===== src/rtl/truth_table_sweeper.sv =====
// Exhaustive truth-table sweeper: steps every input vector onto a dual-rail
// function under test, samples its output after a settle delay, and diffs the result against a golden table.

module truth_table_sweeper_cell (
  input  logic clk,
  input  logic rst_n,
  input  logic clr,
  input  logic smp,
  input  logic fin,
  input  logic f_in,
  input  logic exp_bit,
  output logic tbl,
  output logic mis,
  output logic mis_d
);
  // The last minterm is sampled on the same edge that finalizes, so bypass it.
  assign mis_d = (smp ? f_in : tbl) ^ exp_bit;

  always_ff @(posedge clk or negedge rst_n) begin
    if (!rst_n) begin
      tbl <= 1'b0;
      mis <= 1'b0;
    end else if (clr) begin
      tbl <= 1'b0;
      mis <= 1'b0;
    end else begin
      if (smp) tbl <= f_in;
      if (fin) mis <= mis_d;
    end
  end
endmodule

module truth_table_sweeper #(
  parameter int N_IN   = 4,
  parameter int SETTLE = 1
) (
  input  logic                  clk,
  input  logic                  rst_n,
  input  logic                  start,
  input  logic [2**N_IN-1:0]    expected,
  output logic [N_IN-1:0]       vec_out,
  output logic [N_IN-1:0]       vec_out_n,
  input  logic                  f_in,
  output logic                  busy,
  output logic                  done,
  output logic [2**N_IN-1:0]    table_out,
  output logic [2**N_IN-1:0]    mismatch,
  output logic                  pass
);
  localparam int NV = 2**N_IN;
  localparam int CW = (SETTLE > 0) ? $clog2(SETTLE + 1) : 1;

  typedef enum logic [1:0] {IDLE, HOLD, DONE} state_t;

  state_t          state, state_d;
  logic [N_IN-1:0] idx, idx_d;
  logic [CW-1:0]   cnt, cnt_d;
  logic [NV-1:0]   exp_q, mis_d;
  logic            accept, smp, last, fin;

  assign last = (idx == {N_IN{1'b1}});
  assign fin  = smp & last;

  always_comb begin
    state_d = state;
    idx_d   = idx;
    cnt_d   = cnt;
    accept  = 1'b0;
    smp     = 1'b0;
    case (state)
      IDLE: if (start) begin
        accept  = 1'b1;
        state_d = HOLD;
        idx_d   = '0;
        cnt_d   = '0;
      end
      HOLD: begin
        if (cnt == CW'(SETTLE)) begin
          smp = 1'b1;
          if (last) begin
            state_d = DONE;
          end else begin
            idx_d = idx + 1'b1;
            cnt_d = '0;
          end
        end else begin
          cnt_d = cnt + 1'b1;
        end
      end
      DONE: begin
        state_d = IDLE;
        idx_d   = '0;
      end
      default: state_d = IDLE;
    endcase
  end

  always_ff @(posedge clk or negedge rst_n) begin
    if (!rst_n) begin
      state <= IDLE;
      idx   <= '0;
      cnt   <= '0;
      exp_q <= '0;
      pass  <= 1'b0;
    end else begin
      state <= state_d;
      idx   <= idx_d;
      cnt   <= cnt_d;
      if (accept) begin
        exp_q <= expected;
        pass  <= 1'b0;
      end
      if (fin) pass <= ~|mis_d;
    end
  end

  // One capture cell per minterm; only the cell addressed by idx samples.
  for (genvar gi = 0; gi < NV; gi++) begin : g_cell
    truth_table_sweeper_cell u_cell (
      .clk     (clk),
      .rst_n   (rst_n),
      .clr     (accept),
      .smp     (smp && (idx == N_IN'(gi))),
      .fin     (fin),
      .f_in    (f_in),
      .exp_bit (exp_q[gi]),
      .tbl     (table_out[gi]),
      .mis     (mismatch[gi]),
      .mis_d   (mis_d[gi])
    );
  end

  // Rails come straight off the index register, so they are valid through reset.
  assign vec_out   = idx;
  assign vec_out_n = ~idx;
  assign busy      = (state != IDLE);
  assign done      = (state == DONE);
endmodule

===== config.mk =====
export PLATFORM = sky130hd
export DESIGN_NAME = truth_table_sweeper
export DESIGN_NICKNAME = d
export VERILOG_FILES = /design/src/rtl/truth_table_sweeper.sv
export SDC_FILE = /design/constraint.sdc
export NUM_CORES = 1
export LEC_CHECK = 0
export BUFFER_PORTS_ARGS = -buffer_cell sky130_fd_sc_hd__buf_2
export CAP_MARGIN = 10
export CORE_MARGIN = 3
export CORE_UTILIZATION = 45
export CTS_BUF_LIST = sky130_fd_sc_hd__clkbuf_2
export DETAILED_ROUTE_END_ITERATION = 8
export PLACE_DENSITY = 0.68
export SETUP_SLACK_MARGIN = 0.15
export SLEW_MARGIN = 15
export SYNTH_ARGS = -nofsm -noshare
export SYNTH_HDL_FRONTEND = slang
export SYNTH_SLANG_ARGS = --single-unit
export TNS_END_PERCENT = 20

===== constraint.sdc =====
create_clock -name clk -period 2.2 [get_ports clk]
set_input_delay 0.44 -clock clk [delete_from_list [all_inputs] [get_ports clk]]
set_output_delay 0.44 -clock clk [all_outputs]
set_load 0.005 [all_outputs]

==> impl_metrics.py, run 1 <==
metrics = {
    "run_status": {
        "status": "finished, final reports clean",
    },
    "timing": {
        "final_hold_viol_count": 0,
        "fin_tns_setup_ns": 0,
        "worst_pin_slew_ns": 0.4807,
        "rsz0062_at_grt": "yes",
        "hold_slack_ns": 0.1387,
        "setup_viol": 0,
        "slew-limit-headroom": 0.6796,
        "finClkSkew_ns": 0.01975,
        "period_share": 0.9500,
        "finalMaxSlewViolations": 0,
        "min_period_ns": 2.090,
        "fmax_mhz": 478.5,
    },
    "setup_path": {
        "path_cells": "or4b_4, nor2_4, mux2i_2, xor2_1, nand4_1, o31ai_1",
        "worst-path-max-fanout": 5,
        "r2r-end": "pass",
        "r2r_slack_ns": 0.11,
        "cp_slowest_cell": "or4b_4",
        "path_class": "reg2reg",
        "required_ns": 2.60,
        "r2r_start": "vec_out[3]",
        "end_kind": "flop",
        "max_stage_delay_ns": 0.61,
        "start_kind": "flop",
        "r2r_cells": 6,
        "cp.arrival_ns": 2.49,
    },
    "routing": {
        "num_vias": 2472,
        "drt_iter0_markers": 141,
        "wl_per_cell_um": 15.97,
        "routed_wl_um": 7425,
        "drc": 0,
        "routed_via_density": 5.316,
        "ant_nets": 0,
        "firstDrtPassIters": 4,
    },
    "floorplanning": {
        "rows": 29,
        "die_y_um": 88.47,
        "core-area_mm2": 0.006459,
        "ioPinCount": 63,
        "fp.dieW_um": 88.47,
        "initial_utilization": 0.4738,
        "die-area_mm2": 0.007826,
    },
    "grt": {
        "grt_pass1_vias": 2361,
        "antenna_found_initial": 0,
        "grt_first_pass_wirelength_um": 11540,
        "grt_max_degree": 38,
        "grtUsageTotal": 0.1913,
        "globalRoute.totalOverflow": 0,
    },
    "cts": {
        "numCtsBuffers": 5,
        "clkSinkCount": 56,
        "clk_pin_slew_worst_paths_ns": 0.28,
        "root_buffer": "clkbuf_2",
        "cts_buffer_depth": 2,
        "cts_tree": "yes",
        "clkLatencyLatePin_ns": 0.45,
        "h-tree-depth": 2,
    },
    "synth": {
        "yosys.area.top_type_share": 0.4579,
        "yosys-top-cells-area": "dfrtp_1, buf_4, nand2_1",
        "avgSynthCellArea_um2": 9.136,
        "synth.most_common_cell": "nand2_1",
        "syn_nets": 359,
        "synth_area_leader_cell": "dfrtp_1",
        "synth-main-ff-cell": "dfrtp_1",
        "async_flop_share": 1.000,
        "ys_types": 47,
        "synth_common_cells": "nand2_1, dfrtp_1, buf_4, nor2_1, o21ai_0",
        "synth-seq-cells": 56,
        "synth_edf_count": 0,
        "synth_area_mm2": 0.003060,
        "ys_warn_count": 0,
        "ys_seq_area_frac": 0.4579,
        "syn_inst": 335,
    },
    "job": {
        "cap_viol_max_count": 0,
    },
    "worst_hold_path": {
        "hold_path_end": "exp_q[5]",
        "min-delay-start": "expected[5]",
        "hold_class": "in2reg",
        "holdPathStages": 3,
    },
    "cells_and_area": {
        "syn2layout_area_growth_pct": 18.32,
        "seq_area_mm2": 0.001405,
        "multi_input_area_mm2": 0.001453,
        "drive_gt1_frac": 0.3737,
        "nets": 412,
        "fill_cells": 578,
        "num_antenna_cells": 0,
    },
    "placed_design": {
        "gp_congestion": 0.8618,
        "io_buffers": 62,
        "post-dp-hpwl_um": 5093,
    },
    "power": {
        "peakVddDrop_uv": 578.1,
        "cellLeakagePower_nw": 1.791,
        "power.density_mw_per_mm2": 1320,
    },
}
## metal layers
layer  track usage  vias up  share of wire
met5             0        -              0
met4       0.05632        0          0.022
met3       0.03631       16          0.050
met2        0.3093       59           0.48
met1        0.2627     1197           0.45
li1              -     1200              -
## metrics by stage
stage / setup WS (ns) / instances / total power, mW / util / cell area, µm²
2_1_floorplan: 0.1561 / 335 / 3.262 / - / 3060
3_3_place_gp: 0.1013 / 436 / 3.687 / 0.5021 / 3243
3_5_place_dp: 0.004965 / 436 / 3.740 / 0.5021 / 3243
4_1_cts: 0.1405 / 457 / 4.394 / 0.5298 / 3422
5_1_grt: -0.03985 / 465 / 5.153 / 0.5606 / 3621
6_report: 0.1100 / 465 / 4.781 / 0.5606 / 3621
## area by class of cell
type | count | area share
clock buffer | 5 | 0.006911
clock inverter | 2 | 0.004492
inverter | 7 | 0.007256
multi-input combinational | 221 | 0.4012
sequential | 56 | 0.3880
tap | 77 | 0.02661
timing repair buffer | 97 | 0.1655
## worst max-delay path by stage
stage | startpoint | to | slack [ns] | cells after the start
finish | vec_out[3] | pass | 0.11 | 6
global route | state[1] | pass | -0.04 | 7
CTS | state[1] | pass | 0.14 | 6
detailed placement | vec_out[1] | pass | 0.005 | 8
global placement | vec_out[0] | pass | 0.10 | 8
floorplan | vec_out[2] | pass | 0.16 | 7
## critical path, delay by kind of cell, from the launching register on
| kind | cells | cell delay, ns |
|---|---|---|
| xor+xnor | 1 | 0.22 |
| compound gates | 1 | 0.21 |
| mux | 1 | 0.25 |
| flops | 1 | 0.50 |
| simple gates | 3 | 0.85 |
## cell usage in the layout, fill, tap and decap left out, drive strengths merged, types with 8 or more instances in the layout
cell type  synthesis  final
nor2b              9      9
nand3             14     14
buf               40     96
inv                7      8
mux2i             11     11
a21oi              8      8
nand2             61     61
o21ai             17     17
xor2              10     10
dfrtp             56     56
nor2              29     29
## cells by family (layout without fill, tap and decap cells)
group / count (synthesis) / after routing / synth area share
xor+xnor: 13 / 13 / 0.03720
compound gates: 46 / 46 / 0.09689
fa+ha+maj: 4 / 4 / 0.01635
simple gates: 146 / 146 / 0.2343
flops: 56 / 56 / 0.4579
buf+inv: 58 / 111 / 0.1177
mux: 12 / 12 / 0.03966
## state kept, by name, summed over array words and instances (netlist names)
| register | cells |
|---|---|
| g_cell.u_cell.tbl | 16 |
| exp_q | 16 |
| state | 2 |
| cnt | 1 |
| pass | 1 |
| g_cell.u_cell.mis | 16 |
| vec_out | 4 |
## timing repair
| item | in CTS | in global routing |
|---|---|---|
| gates resized for setup | 12 | 36 |
| hold buffers | 1 | 0 |
| endpoints found under the setup margin | 1 | 10 |
| setup buffers | 13 | 8 |
| hold endpoints to repair | 19 | 0 |
| pin swaps | 10 | 11 |
## power by group
part | total, mW | internal (mW) | switching [mW] | leakage [nW]
logic | 2.59 | 1.25 | 1.34 | 1.04
registers | 1.79 | 1.43 | 0.361 | 0.722
clock network | 0.405 | 0.0764 | 0.329 | 0.0254
Note: power is estimated with default switching activity, not from simulation.
==> inputs of run 2 (changes only) <==
PLACE_DENSITY = 0.7   (was 0.68)
SETUP_SLACK_MARGIN = 0.02   (was 0.15)
clock period = 1.9 ns   (was 2.2 ns; I/O delays follow)
==> run 2 against run 1 <==
Effect of this change:
- the run now ends with negative setup slack left
- fmax down 4.1%
- cell area up 5.5%
- global-route usage up 0.75 points
- clock power up 56%
- flip-flop and latch count unchanged
- highest routed layer unchanged
==> impl_metrics.py, run 2 (same netlist as run 1, synthesis figures left out) <==
metrics = {
    "routing": {
        "firstDrtPassIters": 4,
        "route.met3.wl_um": 276,
        "dr_wl_met2_um": 3850,
        "num_vias": 2533,
        "routed_wl_um": 7450,
        "drc": 0,
        "highest_layer": "met4",
        "wl_per_cell_um": 15.24,
        "ant_nets": 0,
        "routed_via_density": 5.180,
        "drt-met1-wl_um": 3277,
        "drt_iter0_markers": 152,
    },
    "power": {
        "power.density_mw_per_mm2": 1566,
        "clkPwrFrac": 0.106,
        "peakVddDrop_uv": 833.4,
        "power_mw": 5.978,
        "p_switching_mw": 2.364,
        "p_int_mw": 3.614,
        "combPwrFrac": 0.546,
        "p_sw_frac": 0.3954,
        "power_frac_seq": 0.348,
        "cellLeakagePower_nw": 1.927,
    },
    "setup_path": {
        "max_stage_delay_ns": 0.54,
        "cp.buffers_inverters": 1,
        "end_kind": "flop",
        "cp_slowest_cell": "or4b_4",
        "startpoint": "vec_out[2]",
        "r2r_slack_ns": -0.28,
        "endpoint": "pass",
        "crit_family": "simple AND/OR/NAND/NOR gates",
        "path_depth": 7,
        "path_class": "reg2reg",
        "r2r_start": "vec_out[2]",
        "cp.arrival_ns": 2.56,
        "required_ns": 2.28,
        "path_cells": "buf_6, or4b_4, nor2_4, mux2i_4, xor2_2, nand4_1, o31ai_2",
        "r2r_cells": 7,
        "start_kind": "flop",
        "r2r-end": "pass",
        "worst-path-max-fanout": 5,
    },
    "floorplanning": {
        "die-area_mm2": 0.007826,
        "core-area_mm2": 0.006459,
        "ioPinCount": 63,
        "die_y_um": 88.47,
        "rows": 29,
        "initial_utilization": 0.4738,
        "fp.dieW_um": 88.47,
    },
    "timing": {
        "fin_tns_setup_ns": -0.9297,
        "slew-limit-headroom": 0.7240,
        "worst_pin_slew_ns": 0.4076,
        "rsz0062_at_grt": "yes",
        "setup_viol": 6,
        "fmax_mhz": 458.9,
        "period_share": 1.147,
        "finClkSkew_ns": 0.01328,
        "hold_slack_ns": 0.08219,
        "setup_ws_ns": -0.2792,
        "min_period_ns": 2.179,
        "finalMaxSlewViolations": 0,
        "final_hold_viol_count": 0,
    },
    "cts": {
        "clkSinkCount": 56,
        "numCtsBuffers": 5,
        "h-tree-depth": 2,
        "clkLatencyLatePin_ns": 0.45,
        "cts_buffer_depth": 2,
        "root_buffer": "clkbuf_2",
        "cts_tree": "yes",
        "clk_pin_slew_worst_paths_ns": 0.30,
    },
    "cells_and_area": {
        "largestRegisters": "exp_q: 16 flops, g_cell.u_cell.mis: 16 flops, g_cell.u_cell.tbl: 16 flops",
        "syn2layout_area_growth_pct": 24.78,
        "layout_commonest_cell": "buf_2",
        "num_antenna_cells": 0,
        "drive_gt1_frac": 0.3908,
        "final_cell_mix": "buf_2, nand2_1, dfrtp_1",
        "stdcell_area_mm2": 0.003819,
        "nets": 435,
    },
    "grt": {
        "grt_max_degree": 57,
        "grt_first_pass_wirelength_um": 12100,
        "globalRoute.totalOverflow": 0,
        "antenna_found_initial": 0,
        "grtUsageTotal": 0.1989,
        "grt_pass1_vias": 2593,
    },
    "job": {
        "cap_viol_max_count": 0,
    },
    "run_status": {
        "violations": "negative setup slack",
        "status": "finished, violations left",
    },
    "placed_design": {
        "io_buffers": 62,
        "gp_congestion": 0.8252,
        "post-dp-hpwl_um": 5349,
        "place_area_mm2": 0.003546,
    },
    "worst_hold_path": {
        "hold_class": "in2reg",
    },
}
-- run 2: final cells by class --
class,count,area (µm²)
Multi-Input combinational cell,221,1439
Clock buffer,6,30.03
Clock inverter,2,38.79
Sequential cell,56,1404
Timing Repair Buffer,120,784.5
Fill cell,572,2640
Tap cell,77,96.34
Inverter,7,26.28
-- run 2: stage by stage --
stage | setup slack (ns) | instances | utilization
finish | -0.2792 | 489 | 0.5912
global route | -0.3814 | 489 | 0.5912
CTS | -0.3464 | 486 | 0.5723
detailed placement | -0.2983 | 474 | 0.5490
global placement | -0.2148 | 474 | 0.5490
floorplan | -0.06173 | 335 | -
-- run 2: metal layers --
metal,global-route usage,vias up
met2,0.3474,50
met5,0,-
met3,0.03538,5
met1,0.2577,1229
met4,0.04533,0
li1,-,1249
-- run 2: how the worst min path moves through the flow --
stage	startpoint	end	slack, ns	cells past startpoint
6_report	expected[9]	exp_q[9]	0.08	3
5_1_grt	expected[0]	exp_q[0]	0.03	3
4_1_cts	expected[0]	exp_q[0]	0.06	3
3_5_place_dp	rst_n	exp_q[13]	0.41	2
3_3_place_gp	rst_n	exp_q[13]	0.40	2
2_1_floorplan	rst_n	cnt	0.08	0
-- run 2: power groups by stage --
stage	sequential [mW]	combinational (mW)	clock, mW
after floorplan	1.94	1.84	0
after global placement	2.04	2.84	0
after detailed placement	2.06	2.91	0
after CTS	2.04	3.11	0.647
after global routing	2.14	3.61	0.690
final	2.08	3.27	0.632
-- run 2: worst register-to-register path, delay by kind of cell, from the launching register on --
family / cells / cell delay (ns)
compound gates: 1 / 0.26
xor+xnor: 1 / 0.19
buf+inv: 1 / 0.13
flops: 1 / 0.45
mux: 1 / 0.28
simple gates: 3 / 0.80
-- run 2: what timing repair did --
action | 4_1_cts | 5_1_grt
gates cloned | 0 | 0
setup buffers | 3 | 4
pin swaps | 5 | 10
endpoints found under the setup margin | 14 | 18
resized for setup | 18 | 23
endpoints found under the hold margin | 56 | 0
hold buffers | 1 | 0
